==> src/rtl/stream_pkg.sv <==
// Shared constants and helpers for the stream multiplexer and its arbiter.
package stream_pkg;

   localparam int MODE_RR    = 0;
   localparam int MODE_FIXED = 1;

   // Index width that never collapses to zero bits for tiny channel counts.
   function automatic int clog2_safe(input int n);
      return (n <= 2) ? 1 : $clog2(n);
   endfunction

endpackage

==> src/rtl/rr_arbiter.sv <==
// One-hot arbiter: round-robin search from a pointer, or fixed lowest-index priority.
module rr_arbiter
   import stream_pkg::*;
#(
   parameter  int NUM_CH = 4,
   parameter  int MODE   = MODE_RR,
   localparam int CH_W   = clog2_safe(NUM_CH)
) (
   input  logic [NUM_CH-1:0] req,
   input  logic [CH_W-1:0]   ptr,
   input  logic              en,
   output logic [NUM_CH-1:0] grant,
   output logic [CH_W-1:0]   grant_idx
);

   always_comb begin
      logic            found;
      int              start;
      int              c;
      logic [CH_W-1:0] cidx;
      grant     = '0;
      grant_idx = '0;
      found     = 1'b0;
      c         = 0;
      cidx      = '0;
      start     = (MODE == MODE_FIXED) ? 0 : int'(ptr);
      // Walk every channel once, starting at the pointer and wrapping past NUM_CH-1.
      for (int k = 0; k < NUM_CH; k++) begin
         c = start + k;
         if (c >= NUM_CH) c = c - NUM_CH;
         cidx = CH_W'(c);
         if (en && !found && req[cidx]) begin
            found       = 1'b1;
            grant[cidx] = 1'b1;
            grant_idx   = cidx;
         end
      end
   end

endmodule

==> src/rtl/stream_mux_rr.sv <==
// N-to-1 valid/ready stream mux with packet locking and a single registered output stage.
module stream_mux_rr
   import stream_pkg::*;
#(
   parameter  int NUM_CH = 4,
   parameter  int DATA_W = 8,
   parameter  int MODE   = MODE_RR,
   localparam int CH_W   = clog2_safe(NUM_CH)
) (
   input  logic                     clk,
   input  logic                     rst_n,
   input  logic [NUM_CH-1:0]        in_valid,
   output logic [NUM_CH-1:0]        in_ready,
   input  logic [NUM_CH*DATA_W-1:0] in_data,
   input  logic [NUM_CH-1:0]        in_last,
   output logic                     out_valid,
   input  logic                     out_ready,
   output logic [DATA_W-1:0]        out_data,
   output logic [CH_W-1:0]          out_chan,
   output logic                     out_last
);

   logic              load_en;
   logic              accept;
   logic              lock;
   logic [CH_W-1:0]   lock_chan;
   logic [CH_W-1:0]   ptr;
   logic [NUM_CH-1:0] req;
   logic [NUM_CH-1:0] grant;
   logic [CH_W-1:0]   grant_idx;
   logic [DATA_W-1:0] sel_data;
   logic              sel_last;

   assign load_en = !out_valid || out_ready;

   // While a packet is open only its channel may request; everyone else stalls.
   assign req = lock ? (in_valid & (NUM_CH'(1) << lock_chan)) : in_valid;

   rr_arbiter #(
      .NUM_CH (NUM_CH),
      .MODE   (MODE)
   ) u_arb (
      .req       (req),
      .ptr       (ptr),
      .en        (load_en),
      .grant     (grant),
      .grant_idx (grant_idx)
   );

   assign in_ready = grant;
   assign accept   = |grant;

   always_comb begin
      sel_data = '0;
      sel_last = 1'b0;
      for (int i = 0; i < NUM_CH; i++) begin
         if (grant[i]) begin
            sel_data = in_data[i*DATA_W +: DATA_W];
            sel_last = in_last[i];
         end
      end
   end

   always_ff @(posedge clk or negedge rst_n) begin
      if (!rst_n) begin
         out_valid <= 1'b0;
         out_data  <= '0;
         out_chan  <= '0;
         out_last  <= 1'b0;
         lock      <= 1'b0;
         lock_chan <= '0;
         ptr       <= '0;
      end else begin
         if (accept) begin
            out_valid <= 1'b1;
            out_data  <= sel_data;
            out_chan  <= grant_idx;
            out_last  <= sel_last;
            lock      <= !sel_last;
            if (!sel_last) lock_chan <= grant_idx;
            // Fairness advances only at packet boundaries.
            if (MODE == MODE_RR && sel_last)
               ptr <= (grant_idx == CH_W'(NUM_CH-1)) ? '0 : grant_idx + CH_W'(1);
         end else if (out_ready) begin
            out_valid <= 1'b0;
         end
      end
   end

endmodule

==> config.mk <==
export PLATFORM = sky130hd
export DESIGN_NAME = stream_mux_rr
export DESIGN_NICKNAME = d
export VERILOG_FILES = /design/src/rtl/stream_pkg.sv /design/src/rtl/rr_arbiter.sv /design/src/rtl/stream_mux_rr.sv
export SDC_FILE = /design/constraint.sdc
export NUM_CORES = 1
export LEC_CHECK = 0
export ABC_AREA = 1
export CAP_MARGIN = 20
export CORE_MARGIN = 2
export CORE_UTILIZATION = 39
export CTS_BUF_LIST = sky130_fd_sc_hd__clkbuf_16
export DETAILED_ROUTE_END_ITERATION = 8
export HOLD_SLACK_MARGIN = 0.03
export PLACE_DENSITY = 0.78
export REMOVE_ABC_BUFFERS = 1
export SYNTH_ARGS = -nofsm -noshare
export SYNTH_HDL_FRONTEND = slang
export SYNTH_SLANG_ARGS = --single-unit
==> constraint.sdc <==
create_clock -name clk -period 2.4 [get_ports clk]
set_input_delay 0.24 -clock clk [delete_from_list [all_inputs] [get_ports clk]]
set_output_delay 0.24 -clock clk [all_outputs]
set_load 0.01 [all_outputs]
# Word level (Yosys, flattened, before mapping)
# Cells that the tools add are included.
[op_classes] bitwise=5 n_shift=1 mux=43 order_cmp=12 n_addsub=8 n_eq_ne=1 reduce_logical=21
[op_table] operator="$mux W8" count=4
[op_table] operator="$mux W4" count=5
[op_table] operator="$mux W2" count=9
[op_table] operator="$mux W1" count=17
[op_table] operator="$lt A2 B3 Y1 const B" count=4
[op_table] operator="$or A4 B4 Y4" count=3
[op_table] operator="$logic_and A1 B1 Y1" count=11
[op_table] operator="$ge A3 B3 Y1 const B" count=3
[op_table] operator="$bmux W1 S2" count=4
[op_table] operator="$demux W1 S2" count=4
[op_table] operator="$ge A2 B1 Y1 const B" count=4
[op_table] operator="$sub A2 B1 Y2 const B" count=4
[op_table] operator="$add A2 B2 Y3 const B" count=2
[op_table] operator="$logic_not A1 Y1" count=5
[op_table] operator="$and A4 B4 Y4" count=1
[op_table] operator="$reduce_and A2 Y1" count=2
[op_table] operator="$reduce_or A4 Y1" count=1
[op_table] operator="$shl A1 B2 Y4 const A" count=1
[op_table] operator="$add A2 B1 Y3 const B" count=1
[op_table] operator="$ge A2 B3 Y1 const B" count=1
[op_table] operator="$add A2 B1 Y2 const B" count=1
[op_table] operator="$eq A2 B2 Y1 const B" count=1
[op_table] operator="$reduce_bool A2 Y1" count=1
[op_table] operator="$logic_or A1 B1 Y1" count=1
[op_table] operator="$not A1 Y1" count=1
[word_totals] ff_bits=17 in_bits=43 wordCells=98 output_inout_bits=16

# Logic depth before layout (Yosys ltp)
# Gate-level depths: netlist of the first run.
[depth] word_depth=25 mapped_depth=20

# Hierarchy
# Synthesis of the first run repeated with hierarchy kept, for this count alone.
[hier_totals] cells_unflattened=215 hier_area_um2=1557.7
[by_module_without_submodules] module="stream_mux_rr" instances=1 cells_per_inst=133 area_each_um2=1052.3
[by_module_without_submodules] module="rr_arbiter" instances=1 cells_per_inst=82 area_each_um2=505.5

# Least setup slack after synthesis of the first run
# Ideal clock, no wire load.
[synth_timing] path_kind="register -> register" start="reg with a tool-made name" end="reg with a tool-made name" period_less_slack_ns=2.256 stages_incl_launch_ff=18 setup_time_ns=0.113 arrival_ns=2.143 setup_slack_ns=0.144 path_cell_list="dfrtp_1 > inv_2 > ha_1 > inv_1 > nand3_1 > nand2_2 > inv_2 > nor2_8 > nand3_1 > nand3_2 > buf_6 > nand3_2 > nand2_2 > nand2_4 > nand2_4 > nand2_1 > nand2_1 > inv_1"

==> flow_summary.ini, run 1 <==
[status]
status = finished clean

[finish]
n_fill_cell = 353
multiInputGateArea_um2 = 955
final_cell_mix = nand2_1, clkdlybuf4s50_1, nand3_1
register_area_um2 = 427
area_growth_pct = 54.5
postLayoutCoreUtil_pct = 62.5
drive_gt1_share_pct = 18.9
insertedDiodeCount = 0
nNetsFinal = 331
postLayoutCellArea_um2 = 2270
final_common_cell = nand2_1

[power]
swShare_pct = 51.6
clkPwrFrac_pct = 8.2
p_sw_mw = 2.10
power.share.combinational_pct = 78.0
power_density_nw_per_um2 = 1790
p_leak_nw = 1.10
p_int_mw = 1.97
p_seq_share_pct = 13.8
max-vdd-ir-drop_mv = 0.904

[place]
portBuffers = 58
hpwl_mm = 3.36
place_congestion = 0.877
postPlaceCellArea_um2 = 2160
post-place-ws_ns = 0.0451

[routing]
drt.antenna.violating_nets = 0
wl_mm = 4.24
drc = 0
wire_per_inst_um = 12.9
firstDrtPassIters = 4
drt_iter0_drc = 102
vias = 1668
via_per_inst = 5.07

[clock_tree]
clock-root-buffer = clkbuf_16
clockBufferDepth = 2
clkTransAtPathRegs_ns = 0.05
clock_latency_ns = 0.25
cts-buffers-inserted = 3
numClockSinks = 17
cts_tree = yes
h-tree-depth = 1
cts-hold-fix-buffers = 0

[timing]
slew-limit-headroom_pct = 46.7
final_max_slew_viol_count = 0
worst_pin_slew_ns = 0.797
min_period_ns = 2.20
final.setup.worst_slack_ns = 0.195
setup_viol = 0
hold_viol_final = 0
fin_worst_skew_ns = 0.000717
max_freq_ghz = 0.454
min_period_over_period_pct = 91.9

[floorplanning]
die-area_um2 = 4270
start_util_pct = 40.4
die-width_um = 65.4
num_rows = 22
die_height_um = 65.4
io_pins = 59
fp.coreArea_um2 = 3630

[grt]
grt_antenna_before_repair = 0
grt_pass1_vias = 1548
overflow = 0
grt_max_degree = 18
grt_pass1_wl_mm = 6.84
grt_usage_pct = 20.6

[critical_path]
arrival_ns = 1.96
startpoint_type = flip-flop
critical_path_class = flip-flop to output port
endpoint_kind = output port
cp_max_fo = 9
worstPathRequired_ns = 2.16

[synth]
synthCells = 212
seq_area_frac_synth_pct = 29.0
ys_types = 25
syn_area_per_cell_um2 = 6.93
ys_warn_count = 0
ys_ff_latch = 17
synth.top_cells.by_area = dfrtp_1, nand2_1, nand3_1
synth_top_cell_by_area = dfrtp_1
synth_top_cell_area_share_pct = 29.0
synth_area_um2 = 1470

[job]
maxCapViolCount = 0

[worst_hold_path]
hp-class = input pin to asynchronous set/reset pin
## power by group through the flow
stage | Combinational [mW] | Clock, mW | Sequential [mW]
4_1_cts | 3.11 | 0.343 | 0.554
3_3_place_gp | 3.04 | 0 | 0.558
5_1_grt | 3.57 | 0.353 | 0.582
6_report | 3.18 | 0.333 | 0.561
3_5_place_dp | 3.13 | 0 | 0.558
2_1_floorplan | 1.99 | 0 | 0.612
## critical path, stage by stage, from the launching register on
cell and delay, ns:
dfrtp_1 0.38, inv_2 0.08, buf_4 0.17, nand3_1 0.13
nand3_2 0.11, nand2_2 0.08, inv_2 0.10, nor2_8 0.05
nand2_2 0.07, inv_2 0.05, a21oi_2 0.12, nand2_2 0.08
dlygate4sd2_1 0.28
## what timing repair did
action	in CTS	in global routing
buffers inserted	0	0
gates resized for setup	4	10
endpoints found under the setup margin	4	20
pin swaps	0	4
endpoints found under the hold margin	0	0
## metrics by stage
| step | total power [mW] | TNS, ns | std cells | hold slack, ns |
|---|---|---|---|---|
| final | 4.07 | 0 | 329 | 0.455 |
| after global routing | 4.50 | -0.00210 | 329 | 0.510 |
| after CTS | 4.00 | 0 | 329 | 0.474 |
| after detailed placement | 3.68 | 0 | 325 | 0.462 |
| after global placement | 3.60 | 0 | 325 | 0.466 |
| after floorplan | 2.60 | 0 | 207 | -0.0556 |
## state kept, by name, summed over array words and instances (netlist names), named ones only
name	flops
out_data	8
out_valid	1
out_last	1
lock_chan	2
out_chan	2
ptr	1
lock	1
## synthesized netlist by cell type, drive strengths merged
cell and count:
ha 6, nand3 33, o21ai 25, nor2 12, nand2 72, buf 5, dfrtp 17, inv 18
nand4 3, a21oi 19, xor2 1, nor3 1
## logic make-up after synthesis
group / count (synthesis) / synth area share (%)
adder cells (fa/ha/maj): 6 / 5.11
AND/OR/NAND/NOR: 121 / 41.9
XOR/XNOR: 1 / 0.596
buffers and inverters: 23 / 7.67
AO/OA/AOI/OAI: 44 / 15.8
flip-flops: 17 / 29.0
## final timing paths
kind                                    startpoint                        to  slack (ns)  cells past startpoint
max                                      flip-flop               in_ready[3]        0.20                     12
min                                          rst_n   out_data[0]$_DFFE_PN0P_        0.45                      1
max reg2reg                              flip-flop      out_last$_DFFE_PN0P_        0.20                     17
min reg2reg                out_chan[1]$_DFFE_PN0P_   out_chan[1]$_DFFE_PN0P_        0.47                      2
max in group asynchronous                    rst_n  lock_chan[1]$_DFFE_PN0P_        1.39                      1
min in group clk           out_chan[1]$_DFFE_PN0P_   out_chan[1]$_DFFE_PN0P_        0.47                      2
## final cells by class
cell class / count / share of cell area (%)
Tap cell: 48 / 2.65
Sequential cell: 17 / 18.8
Inverter: 18 / 3.20
Clock buffer: 3 / 3.31
Timing Repair Buffer: 70 / 29.8
Multi-Input combinational cell: 172 / 42.1
Clock inverter: 1 / 0.165
## layer usage
metal  global-route usage [%]  part of all wire (%)
met5                        0                     0
met4                     8.07                   1.3
met3                     2.40                   4.9
met2                     32.9                    49
met1                     28.5                    45
(Power assumes the default switching activity.)
==> inputs of run 2 (changes only) <==
PLACE_DENSITY = 0.76   (was 0.78)
==> flow_summary.ini, run 2 (synthesis results as in run 1) <==
[clock_tree]
clock_latency_ns = 0.25
clockBufferDepth = 2
cts-buffers-inserted = 3
clock-root-buffer = clkbuf_16
numClockSinks = 17
cts-hold-fix-buffers = 0
clkTransAtPathRegs_ns = 0.05
cts_tree = yes
h-tree-depth = 1

[routing]
vias = 1665
drt_iter0_drc = 72
via_per_inst = 5.03
drc = 0
firstDrtPassIters = 4
drt.antenna.violating_nets = 0
wl_mm = 4.20
wire_per_inst_um = 12.7

[timing]
min_period_over_period_pct = 93.2
final_max_slew_viol_count = 0
max_freq_ghz = 0.447
min_period_ns = 2.24
slew-limit-headroom_pct = 46.6
hold_ws_ns = 0.455
final.setup.worst_slack_ns = 0.164
hold_viol_final = 0
fin_worst_skew_ns = 0.00171
worst_pin_slew_ns = 0.798
setup_viol = 0

[grt]
overflow = 0
grt_antenna_before_repair = 0
grt_pass1_wl_mm = 7.02
grt_usage_pct = 20.9
grt_max_degree = 18
grt_pass1_vias = 1547

[finish]
multiInputGateArea_um2 = 988
nNetsFinal = 333
postLayoutCoreUtil_pct = 63.9
area_growth_pct = 58.2
regMostFlops = out_data
n_fill_cell = 326
final_common_cell = nand2_1
largest_reg_flops = 8
top_regs = out_data x8, lock_chan x2, out_chan x2
insertedDiodeCount = 0
register_area_um2 = 425
final_cell_mix = nand2_1, clkdlybuf4s50_1, nand3_1
drive_gt1_share_pct = 20.1

[floorplanning]
die-width_um = 65.4
die-area_um2 = 4270
fp.coreArea_um2 = 3630
die_height_um = 65.4
io_pins = 59
num_rows = 22
start_util_pct = 40.4

[power]
swShare_pct = 51.9
power_density_nw_per_um2 = 1810
p_int_mw = 2.03
max-vdd-ir-drop_mv = 0.919
clkPwrFrac_pct = 8.0
power.share.combinational_pct = 78.8
total_power_mw = 4.22
p_seq_share_pct = 13.2
p_leak_nw = 1.12
p_sw_mw = 2.19

[place]
post-place-ws_ns = -0.00279
portBuffers = 58
place_congestion = 0.859
hpwl_mm = 3.28

[critical_path]
arrival_ns = 2.00
startpoint_type = flip-flop
worstPathRequired_ns = 2.16
cp_max_fo = 9
r2r_slack_ns = 0.18
r2r_cells = 18
endpoint_kind = output port
critical_path_class = flip-flop to output port

[job]
maxCapViolCount = 0

[status]
status = finished clean

[worst_hold_path]
hp-class = input pin to asynchronous set/reset pin
-- run 2: cell count changes in the layout (fill, tap and decap cells not counted), sizes merged --
cell / previous run / this run
clkinv: 0 / 1
dlygate4sd2: 4 / 3
clkbuf: 3 / 4
inv: 19 / 18
buf: 12 / 14
-- run 2: power by group through the flow --
| stage | Clock (mW) | Sequential [mW] | Combinational, mW |
|---|---|---|---|
| after floorplan | 0 | 0.612 | 1.99 |
| after global placement | 0 | 0.550 | 3.06 |
| after detailed placement | 0 | 0.550 | 3.11 |
| after CTS | 0.341 | 0.550 | 3.10 |
| after global routing | 0.362 | 0.574 | 3.70 |
| final | 0.338 | 0.555 | 3.32 |
-- run 2: final cells by class --
class                   instances  area share (%)
well taps                      48            2.58
repair buffers                 72            29.7
multi-input cells             172            42.5
inverters                      18            3.45
clock buffers                   3            3.23
clock inverters                 1           0.215
flip-flops and latches         17            18.3
-- run 2: what timing repair did --
action | in CTS | in global routing
cloned | 0 | 0
buffers inserted | 0 | 3
endpoints found under the setup margin | 4 | 20
pin swaps | 0 | 4
gates resized for setup | 4 | 20
-- run 2: critical path, cell delays in order (launching register included) --
cell and delay, ns:
dfrtp_1 0.37, inv_1 0.11, ha_4 0.23, inv_1 0.07
nand3_1 0.11, nand2_2 0.11, inv_2 0.07, nor2_8 0.16
nand3_1 0.12, nand3_2 0.12, dlygate4sd2_1 0.28
-- run 2: per-layer routing --
layer	routed length, um	vias up	GRT usage, %
met3	136	7	2.74
met1	1970	772	30.0
met4	66	0	6.77
met2	2030	34	32.7
met5	0	-	0
li1	-	852	-
-- run 2: how the worst max path moves through the flow --
stage | start | end | slack (ns) | depth (start not counted)
after CTS | ptr[1]$_DFFE_PN0P_ | out_last$_DFFE_PN0P_ | 0.03 | 15
after floorplan | flip-flop | flip-flop | 0.03 | 16
after global placement | in_valid[3] | out_last$_DFFE_PN0P_ | 0.06 | 14
final | ptr[1]$_DFFE_PN0P_ | in_ready[1] | 0.16 | 10
after global routing | lock_chan[0]$_DFFE_PN0P_ | out_data[6]$_DFFE_PN0P_ | -0.01 | 16
after detailed placement | in_valid[3] | out_data[6]$_DFFE_PN0P_ | -0.003 | 14
-- run 2: metrics by stage --
step / setup TNS, ns / cells / area, um^2
after floorplan: 0 / 207 / 1430
after global placement: 0 / 324 / 2160
after detailed placement: -0.00279 / 324 / 2160
after CTS: 0 / 328 / 2240
after global routing: -0.0157 / 331 / 2320
final: 0 / 331 / 2320
